### src/rtl/mem_dma_copy.sv
// Bus initiator for a single-port word-addressed memory: sequential COPY (read/write
// alternation) and FILL (constant pattern) over a wrapping destination range.
module mem_dma_copy #(
   parameter int unsigned AW = 8,
   parameter int unsigned DW = 64,
   parameter int unsigned LW = 9   // must be >= AW+1 so a full 2^AW transfer fits
) (
   input  logic          clk,
   input  logic          rst,
   input  logic          start,
   input  logic          mode,
   input  logic [AW-1:0] src,
   input  logic [AW-1:0] dst,
   input  logic [LW-1:0] len,
   input  logic [DW-1:0] pattern,
   input  logic          abort,
   output logic          busy,
   output logic          done,
   output logic [LW-1:0] words_done,
   output logic [AW-1:0] mem_addr,
   output logic [DW-1:0] mem_write_data,
   output logic          mem_write_enable,
   input  logic [DW-1:0] mem_read_data
);

   typedef enum logic [2:0] {
      IDLE,
      RD,
      WR,
      FILL,
      DONE
   } state_t;

   state_t        state;
   state_t        state_next;
   logic [AW-1:0] src_cur;
   logic [AW-1:0] dst_cur;
   logic [LW-1:0] remaining;
   logic [DW-1:0] pattern_q;
   logic          last_word;
   logic          accept;

   assign accept    = (state == IDLE) && start;
   assign last_word = (remaining == LW'(1));

   always_ff @(posedge clk or posedge rst) begin
      if (rst) begin
         state <= IDLE;
      end else begin
         state <= state_next;
      end
   end

   always_comb begin
      state_next = state;
      unique case (state)
         IDLE: begin
            if (start) begin
               if (len == '0) begin
                  state_next = DONE;
               end else if (mode) begin
                  state_next = FILL;
               end else begin
                  state_next = RD;
               end
            end
         end
         RD: begin
            state_next = abort ? IDLE : WR;
         end
         WR: begin
            if (abort) begin
               state_next = IDLE;
            end else if (last_word) begin
               state_next = DONE;
            end else begin
               state_next = RD;
            end
         end
         FILL: begin
            if (abort) begin
               state_next = IDLE;
            end else if (last_word) begin
               state_next = DONE;
            end
         end
         DONE: begin
            state_next = IDLE;
         end
         default: begin
            state_next = IDLE;
         end
      endcase
   end

   // A write cycle always completes its counter updates, even when aborted.
   always_ff @(posedge clk or posedge rst) begin
      if (rst) begin
         src_cur    <= '0;
         dst_cur    <= '0;
         remaining  <= '0;
         pattern_q  <= '0;
         words_done <= '0;
      end else if (accept) begin
         src_cur    <= src;
         dst_cur    <= dst;
         remaining  <= len;
         pattern_q  <= pattern;
         words_done <= '0;
      end else if (state == WR) begin
         src_cur    <= src_cur + AW'(1);
         dst_cur    <= dst_cur + AW'(1);
         remaining  <= remaining - LW'(1);
         words_done <= words_done + LW'(1);
      end else if (state == FILL) begin
         dst_cur    <= dst_cur + AW'(1);
         remaining  <= remaining - LW'(1);
         words_done <= words_done + LW'(1);
      end
   end

   always_comb begin
      busy             = 1'b0;
      done             = 1'b0;
      mem_addr         = '0;
      mem_write_data   = '0;
      mem_write_enable = 1'b0;
      unique case (state)
         RD: begin
            busy     = 1'b1;
            mem_addr = src_cur;
         end
         WR: begin
            busy             = 1'b1;
            mem_addr         = dst_cur;
            mem_write_data   = mem_read_data;
            mem_write_enable = 1'b1;
         end
         FILL: begin
            busy             = 1'b1;
            mem_addr         = dst_cur;
            mem_write_data   = pattern_q;
            mem_write_enable = 1'b1;
         end
         DONE: begin
            done = 1'b1;
         end
         default: begin
         end
      endcase
   end

endmodule

### config.mk
export PLATFORM = sky130hd
export DESIGN_NAME = mem_dma_copy
export DESIGN_NICKNAME = d
export VERILOG_FILES = /design/src/rtl/mem_dma_copy.sv
export SDC_FILE = /design/constraint.sdc
export NUM_CORES = 1
export LEC_CHECK = 0
export CAP_MARGIN = 20
export CORE_MARGIN = 3
export CORE_UTILIZATION = 35
export CTS_CLUSTER_DIAMETER = 60
export DETAILED_ROUTE_END_ITERATION = 8
export PLACE_DENSITY = 0.69
export SYNTH_ARGS = -nofsm -noshare
export SYNTH_HDL_FRONTEND = slang
export SYNTH_SLANG_ARGS = --single-unit
### constraint.sdc
create_clock -name clk -period 8.9 [get_ports clk]
set_input_delay 1.78 -clock clk [delete_from_list [all_inputs] [get_ports clk]]
set_output_delay 1.78 -clock clk [all_outputs]
set_load 0.03 [all_outputs]
==> results.toml <==
[clocking]
path_clk_slew_ns = 0.07
htree_levels = 3
post_cts_buffers = 0
clk_path_buf_depth = 2
clkLatencyLatePin_ns = 0.35
cts_sinks = 101
cts_buffers = 9
cts.root.buffer_cell = "clkbuf_16"
cts_tree = "done"
cts_resized = 0
ctsHoldBuffers = 0

[job]
cap_violations = 0

[logic_synthesis]
netlist_instances = 659
ys.flop_type = "dfrtp_1"
syn_avg_cell_area_um2 = 8.312
synth-edff-count = 0
synth_cell_types = 46
yosys_warnings = 0
seq_area_frac_synth_pct = 46.14
synth_area_um2 = 5478
yosysTopAreaCell = "dfrtp_1"
synth_fp_nets = 822
synth.area.top_cells = "dfrtp_1, nand2_1, mux2i_1"
async_reset_ff_share_pct = 100.0
synth-seq-cells = 101
yosysTopAreaCellShare_pct = 46.14

[worst_hold_path]
whs_path_depth = 2
hold_path.startpoint = "pattern_q[0]"
holdPathEnd = "pattern_q[0]"
hold_path_class = "register to register"

[power]
pwr-share-comb_pct = 43.8
swShare_pct = 40.96
power_frac_seq_pct = 38.4
p_int_mw = 1.305
leakage_nw = 3.688
p_clk_share_pct = 17.8
power_density_nw_per_um2 = 265.4
ir_drop_mv = 0.1286
power_switching_uw = 905.4

[global_route]
grt_use_total_pct = 19.79
grt_pass1_wl_um = 27860
grt_start_max_net_pins = 77
grt_overflow = 0
antenna_found_initial = 0
grt_pass1_vias = 5191

[routing]
drtAntennaViolNets = 0
routed_wl_um = 17130
vias = 5211
post_drt_wl_per_cell_um = 15.68
dr.first_iter.drc_count = 308
first_pass_iters = 5
drc = 0
via_per_inst = 4.772

[setup_path]
r2r_slack_ns = 6.16
start_kind = "register"
crit_family = "buffers and inverters"
crit_arrival_ns = 3.26
max_stage_delay_ns = 0.79
crit_fanout = 46
worstPathRequired_ns = 7.12
cp_slowest_cell = "dfrtp_1"
rr_startpoint = "state[2]"
rr_worst_depth = 5
cp_num_buf_inv = 2
crit_type = "register to output port"
rr_endpoint = "dst_cur[3]"
worstPathCellList = "nand2b_2 > buf_4 > nor2_1 > clkdlybuf4s50_1"
cp-end-kind = "output port"

[sta]
finalHoldViolations = 0
slew_headroom_pct = 43.03
fin_skew_ns = 0.01025
whs_ns = 0.4782
tns_ns = 0
worstMarginPinSlew_ns = 0.8546
slew_violations = 0
fin_crit_ns = 5.041
setup_violations = 0
timing.final.crit_share_pct = 56.64
fmax_mhz = 198.4
rsz0062_at_grt = "false"

[cells_and_area]
areaGrowthSynthToFinish_pct = 52.03
nets = 1039
post_route_cells_drive_above_1_share_pct = 3.632
num_antenna_cells = 0
final_cells = 1092

[floorplan]
start_util_pct = 35.90
io_pins = 242
die_h_um = 131.1
coreArea_um2 = 15260
die_area_um2 = 17190
die_w_um = 131.1
rows = 45

[placement]
gp_congestion = 0.7994
placed_cells = 1076
io_buffer_count = 241
dp_hpwl_um = 12040

[outcome]
outcome = "finished, final reports clean"
-- Yosys cell counts (all sizes together), types with 3 or more instances --
master  number
a21oi       12
a221o        4
a22oi        3
buf         21
clkbuf      20
dfrtp      101
ha           5
inv          8
mux2i       64
nand2      235
nand3       10
nand3b      11
nand4        3
nor2        90
nor3         7
nor4         6
o211ai       4
o21ai       14
o311ai       4
or3          4
xnor2       11
-- layout by cell type, fill, tap and decap left out, types with 3 or more instances in the layout --
cell / netlist / layout
a22oi_1: 3 / 3
o211ai_1: 4 / 4
a221o_1: 4 / 4
nor3_1: 7 / 7
nand4_1: 3 / 3
inv_1: 7 / 6
nand3b_1: 11 / 11
or3_1: 3 / 3
o311ai_0: 3 / 3
clkdlybuf4s50_1: 0 / 241
buf_4: 0 / 6
ha_1: 5 / 5
a21oi_1: 12 / 12
nor2_1: 90 / 90
nor4_1: 4 / 4
xnor2_1: 11 / 11
dfrtp_1: 101 / 100
clkbuf_16: 0 / 9
nand3_1: 10 / 10
nand2_1: 235 / 235
o21ai_0: 12 / 12
mux2i_1: 64 / 64
-- power by group through the flow --
| stage | clock (mW) | sequential [mW] | combinational, mW |
|---|---|---|---|
| final | 0.393 | 0.848 | 0.969 |
| after global routing | 0.419 | 0.877 | 1.07 |
| after CTS | 0.402 | 0.848 | 0.980 |
| after detailed placement | 0 | 0.849 | 0.980 |
| after global placement | 0 | 0.852 | 0.962 |
| after floorplan | 0 | 0.775 | 0.665 |
-- sequential cells by signal, indices dropped and copies added, names as in the netlist --
signal      count
remaining       9
dst_cur         8
pattern_q      64
src_cur         8
words_done      9
state           3
-- worst max-delay path by stage --
stage / depth (start not counted) / startpoint / to / slack, ns
finish: 4 / state[2] / mem_write_data[26] / 3.86
CTS: 4 / state[1] / mem_write_data[62] / 3.84
global route: 4 / state[1] / mem_write_data[62] / 3.60
floorplan: 1 / rst / dst_cur[0] / 4.47
detailed placement: 4 / mem_read_data[62] / mem_write_data[62] / 3.92
global placement: 4 / mem_read_data[47] / mem_write_data[47] / 3.94
-- worst reg2reg max path: cells and delay by family, from the launching register on --
family	cells	cell delay (ns)
buf+inv	1	0.23
compound gates	2	0.29
flops	1	0.79
simple gates	2	1.31
-- cells by family (layout without fill, tap and decap cells) --
| logic type | count (synthesis) | count (layout) | share of synthesized area, % |
|---|---|---|---|
| multiplexers | 64 | 64 | 11.69 |
| AO/OA/AOI/OAI | 48 | 48 | 5.734 |
| XOR/XNOR | 13 | 13 | 2.079 |
| buffers and inverters | 49 | 271 | 3.860 |
| adder cells (fa/ha/maj) | 5 | 5 | 1.142 |
| flip-flops | 101 | 101 | 46.14 |
| AND/OR/NAND/NOR | 379 | 379 | 29.35 |
-- metrics by stage --
step                util, %  instance area [um^2]  setup WS [ns]  total power [mW]
floorplan                 -                  5478          4.473             1.440
global placement      52.66                  8035          3.936             1.814
detailed placement    52.66                  8035          3.919             1.829
CTS                   54.58                  8328          3.839             2.230
global route          54.58                  8328          3.598             2.361
finish                54.58                  8328          3.859             2.210
-- routing by layer --
metal  up-vias  part of all wire (%)  GRT usage [%]
met5         -                     0              0
met4         0                   1.4          5.368
met3        14                   7.6          5.934
met2       170                    46          31.83
met1      2435                    45          26.13
li1       2592                     -              -
-- layout make-up --
class                      instances  area [um^2]
inverter                           8        32.53
sequential                       101         2531
clock inverter                     6        63.81
multi-input combinational        509         2750
clock buffer                      10        229.0
timing repair buffer             247         2457
fill                            1417         6930
tap                              211        264.0
Power figures use the tool's default switching activity.
==> RTL change 1: new RTL, same settings <==
Change the parameter `DW` from 64 to 32.
--- a/src/rtl/mem_dma_copy.sv
+++ b/src/rtl/mem_dma_copy.sv
@@ -2,7 +2,7 @@
 // alternation) and FILL (constant pattern) over a wrapping destination range.
 module mem_dma_copy #(
    parameter int unsigned AW = 8,
-   parameter int unsigned DW = 64,
+   parameter int unsigned DW = 32,
    parameter int unsigned LW = 9   // must be >= AW+1 so a full 2^AW transfer fits
 ) (
    input  logic          clk,
Ports: changed (resized mem_read_data, mem_write_data and pattern); port bits go from 242 to 146. No check against the original RTL was run, so the function may have changed too.
==> RTL change 1 against the original RTL <==
Total power fell by 32%. Cell area fell by 33%. Routed wire length fell by 37%. Core utilization fell by 1.6 points. Die area fell by 29%. Sequential cell count fell by 32. Setup slack improved by 0.11 ns. Area after synthesis fell by 31%. Critical path type is now input pin to primary output. Critical endpoint is now mem_write_data[2].
==> RTL change 1: results (changes against the original RTL) <==
Worst setup path:
- The endpoint of the worst-slack reg-to-reg timing path is dst_cur[6]$_DFFE_PP0P_.
- The slowest stage of the critical path is the sky130_fd_sc_hd__clkdlybuf4s50_1 cell.
- The worst reg2reg path depth was 6 (+1).
- The highest net fanout along the worst path is 1 (-98%).

Detailed routing:
- The via density per instance came to 5.025 (+5.3%).
- The number of DRC violations after detailed-routing iteration 0 is 155 (-50%).
- The average wire length per cell after detail routing is 14.78 um (-5.8%).

Timing:
- The final worst clock skew is 0.01259 ns (+0.002342 ns).
- The worst relative slew slack was 0.3026 (-0.1277).

Clock tree:
- In this run the clock root is driven by a sky130_fd_sc_hd__clkbuf_8.

Layout:
- The fraction of layout instances using a drive strength above 1 came to 0.04924 (+0.01291).
- The post-layout instance count excluding filler cells is 725 (-34%).
- The flip-flop and latch area came to 0.001728 sq mm (-32%).
- The largest registers in the layout are pattern_q x32, remaining x9, words_done x9.

Power:
- The leakage component of the power is 2.470 nW (-33%).
- The worst supply voltage drop on vdd was 0.1363 mV (+6.0%).

Yosys:
- The number of nets produced by synthesis is 550 (-33%).
- The mean area per synthesized cell is 8.428 sq um (+1.4%).
- Counting instances in the post-synthesis netlist gives the leading cell types as sky130_fd_sc_hd__nand2_1 (135), sky130_fd_sc_hd__dfrtp_1 (69), sky130_fd_sc_hd__nor2_1 (59), sky130_fd_sc_hd__mux2i_1 (33), sky130_fd_sc_hd__buf_2 (16).

Global routing:
- The maximum number of pins on one net before global-route repair came to 70 (-9.1%).
- The global-route total usage across every layer is 0.1828 (-0.01515).

Worst hold path:
- The sink of the worst hold path is pattern_q[24]$_DFFE_PP0P_.
- The startpoint identified for the worst hold timing path is pattern_q[24]$_DFFE_PP0P_.

Placement:
- The cell area reported after detailed placement was 0.005344 sq mm (-33%).
- The port buffer count is 145 (-40%).
- The HPWL after detailed placement is 7536 um (-37%).

Status:
- The run finished with clean final reports.
==> RTL change 1: cell count changes after synthesis, sizes merged, moves of 9 or more <==
| cell | change |
|---|---|
| clkbuf | -11 |
| xnor2 | -9 |
| mux2i | -31 |
| dfrtp | -32 |
| nand2 | -99 |
| nor2 | -31 |
==> RTL change 1: logic make-up (layout without fill, tap and decap cells) <==
kind of cell | count (synthesis) | after routing | synth area share
AOI/OAI and AO/OA | 55 | 55 | 0.09579
xor gates and xnor gates | 11 | 11 | 0.02535
adders and majority gates | 5 | 5 | 0.01646
buffers and inverters | 34 | 172 | 0.03884
DFF | 69 | 69 | 0.4542
muxes | 33 | 33 | 0.08690
and+or+nand+nor | 244 | 244 | 0.2824
==> RTL change 1: worst max-delay path by stage <==
| stage | endpoint | slack (ns) |
|---|---|---|
| 6_report | mem_write_data[2] | 3.97 |
| 3_5_place_dp | mem_write_data[24] | 3.95 |
| 4_1_cts | mem_write_data[24] | 3.95 |
| 5_1_grt | mem_write_data[2] | 3.90 |
| 2_1_floorplan | mem_write_data[11] | 4.88 |
| 3_3_place_gp | mem_write_data[24] | 3.96 |
==> RTL change 1: per-stage QoR <==
stage,setup slack [ns],power [W],hold WS (ns)
2_1_floorplan,4.881,0.0009990,0.4454
3_3_place_gp,3.955,0.001236,0.4594
3_5_place_dp,3.949,0.001253,0.4655
4_1_cts,3.948,0.001521,0.4838
5_1_grt,3.896,0.001626,0.5096
6_report,3.968,0.001507,0.4793
==> RTL change 1: final cells by class <==
cell class	count	share of cell area
clock buffers	11	0.02550
clock inverters	5	0.01083
inverters	7	0.004738
multi-input cells	348	0.3495
flip-flops and latches	69	0.3116
well taps	136	0.03069
repair buffers	149	0.2671
==> RTL change 1: routing by layer <==
layer,up-vias,track usage,share of wire
met3,13,0.05009,0.074
li1,1797,-,-
met5,-,0,0
met1,1700,0.2337,0.43
met2,133,0.2968,0.48
met4,0,0.06596,0.015
==> RTL change 1: worst register-to-register path: stages, from the launching register on <==
cell and delay, ns:
sky130_fd_sc_hd__dfrtp_1 0.72, sky130_fd_sc_hd__nand2b_2 0.50, sky130_fd_sc_hd__buf_4 0.44, sky130_fd_sc_hd__inv_2 0.21, sky130_fd_sc_hd__nor2_1 0.56, sky130_fd_sc_hd__o21ai_0 0.19
sky130_fd_sc_hd__o311ai_0 0.12
==> RTL change 1: power by group <==
part,total [W],switching [W],internal (W)
Combinational,0.000669,0.000377,0.000292
Sequential,0.000576,0.000130,0.000447
Clock,0.000262,0.000124,0.000138
Total,0.00151,0.000631,0.000876
==> RTL change 2: new RTL, same settings <==
Without the edit above. Encoding of `state_t`: now one-hot (5 bits for 5 states).
--- a/src/rtl/mem_dma_copy.sv
+++ b/src/rtl/mem_dma_copy.sv
@@ -23,12 +23,12 @@
    input  logic [DW-1:0] mem_read_data
 );
 
-   typedef enum logic [2:0] {
-      IDLE,
-      RD,
-      WR,
-      FILL,
-      DONE
+   typedef enum logic [4:0] {
+      IDLE = 5'b00001,
+      RD   = 5'b00010,
+      WR   = 5'b00100,
+      FILL = 5'b01000,
+      DONE = 5'b10000
    } state_t;
 
    state_t        state;
Check against the original RTL: same outputs for any inputs over 10 cycles, from zero or initial values and one cycle with rst high; not proved beyond that.
==> RTL change 2 against the original RTL <==
Core utilization is 0.35 points higher. Global-route usage rose by 0.63 points. Count of clock-buffer cells in the layout is 3 higher. Routed wire length fell by 0.64%. Clock power shrank 7.4%. Die area shrank 3.7%. Critical path depth is 2 higher. Cell area decreased by 3.4%. Clock skew fell by 0.0046 ns. Total power fell by 10%. Sequential cell count is 2 higher. Area after synthesis down 3.9%. Setup slack got worse by 0.25 ns. Critical endpoint is now mem_write_data[1].
==> RTL change 2: results (changes against the original RTL) <==
Yosys:
- The number of nets produced by synthesis is 750 (-8.8%).
- The portion of the post-synthesis area used by sequential elements is 0.4900 (+0.02862).
- The mean area per synthesized cell was 8.965 sq um (+7.9%).
- The count of distinct cell types in the synthesized netlist came to 47 (+2.2%).
- In the post-synthesis netlist, the biggest area contributors are sky130_fd_sc_hd__dfrtp_1 (49%), sky130_fd_sc_hd__nand2_1 (16%), sky130_fd_sc_hd__a22o_1 (12%), sky130_fd_sc_hd__buf_2 (1.7%), sky130_fd_sc_hd__a221o_1 (1.5%).
- By count the netlist is led by sky130_fd_sc_hd__nand2_1 (218), sky130_fd_sc_hd__dfrtp_1 (102), sky130_fd_sc_hd__a22o_1 (74), sky130_fd_sc_hd__clkbuf_1 (19), sky130_fd_sc_hd__buf_2 (18).

Power:
- The switching power as a share of total power is 0.3935 (-0.01615).
- The combinational power is 0.000764 W (-21%).
- The switching power summed over all nets came to 0.0007810 W (-14%).
- The share of power burned in registers is 0.432 (+0.048).
- The worst supply voltage drop on vdd was 0.1113 mV (-13%).
- The leakage component of the power was 3.532 nW (-4.2%).

Detailed routing:
- The detailed-route via count came to 5,215 (+0.077%).
- The average wire length per cell after detail routing was 17.17 um (+9.5%).
- The amount of wire on met2 after detailed routing is 8222 um (+4.4%).
- The via density per instance is 5.262 (+10%).
- The wire length on met1 came to 7304 um (-5.3%).
- The number of DRC violations after detailed-routing iteration 0 was 362 (+18%).
- The wire length on met3 is 1077 um (-17%).

Placement:
- The last weighted congestion value of the routability-driven placer came to 0.8522 (+6.6%).
- The HPWL after detailed placement came to 12,630 um (+4.9%).
- The cell area reported after detailed placement was 0.007774 sq mm (-3.3%).
- The worst-case setup slack after placement is 3.751 ns (-0.1685 ns).
- The number of instances in the placed design is 976 (-9.3%).

Timing:
- The worst relative slew slack is 0.5110 (+0.08069).
- The final worst clock skew came to 0.005610 ns (-0.004641 ns).

Layout:
- The number of nets in the layout came to 967 (-6.9%).
- The fraction of layout instances using a drive strength above 1 is 0.03594 (-0.0003868).

Global routing:
- The via count of the first global-routing pass is 5,122 (-1.3%).
- The maximum number of pins on one net before global-route repair came to 72 (-6.5%).
- The global-route wire length before repair came to 26,890 um (-3.5%).
- The global-route total usage across every layer was 0.2042 (+0.006293).

Worst setup path:
- The highest net fanout along the worst path is 56 (+22%).
- The data arrival time of the critical path is 3.52 ns (+0.26 ns).
- The critical path's largest stage delay is 0.68 ns (-0.11 ns).
- The slowest stage of the critical path is the sky130_fd_sc_hd__clkdlybuf4s50_1 cell.

Clock tree:
- The number of H-tree branching levels came to 3 (unchanged).

Status:
- The run finished with clean final reports.
## RTL change 2: path summary, 6_finish.rpt
path | depth (start not counted) | start | slack, ns | endpoint
max | 6 | state[4]$_DFFE_PP0P_ | 3.60 | mem_write_data[1]
max reg2reg | 5 | state[2]$_DFFE_PP0P_ | 5.94 | src_cur[2]$_DFFE_PP0P_
max in group asynchronous | 3 | rst | 5.89 | pattern_q[5]$_DFFE_PP0P_
min reg2reg | 2 | pattern_q[47]$_DFFE_PP0P_ | 0.48 | pattern_q[47]$_DFFE_PP0P_
min in group asynchronous | 2 | rst | 1.89 | pattern_q[62]$_DFFE_PP0P_
min | 2 | pattern_q[47]$_DFFE_PP0P_ | 0.48 | pattern_q[47]$_DFFE_PP0P_
## RTL change 2: per-layer routing
layer | track usage | up-vias
li1 | - | 2509
met1 | 0.2661 | 2479
met2 | 0.3347 | 199
met3 | 0.04110 | 28
met4 | 0.08153 | 0
met5 | 0 | -
## RTL change 2: area by class of cell
cell class	instances	area, sq um
repair buffers	247	2455
flip-flops and latches	103	2579
clock inverters	1	5.005
clock buffers	13	260.3
fillers	1259	6600
inverters	5	21.27
well taps	184	230.2
multi-input cells	438	2494
## RTL change 2: logic make-up after synthesis
group / after synthesis / share of synthesized area
flip-flops: 103 / 0.4900
AO/OA/AOI/OAI: 126 / 0.1933
AND/OR/NAND/NOR: 293 / 0.2418
adder cells (fa/ha/maj): 5 / 0.01189
buffers and inverters: 46 / 0.03923
multiplexers: 2 / 0.003804
XOR/XNOR: 12 / 0.01997
## RTL change 2: worst min-delay path: stages, from the launching register on
cell and delay (ns):
sky130_fd_sc_hd__dfrtp_1 0.34, sky130_fd_sc_hd__nand2_1 0.05, sky130_fd_sc_hd__nand2_1 0.06
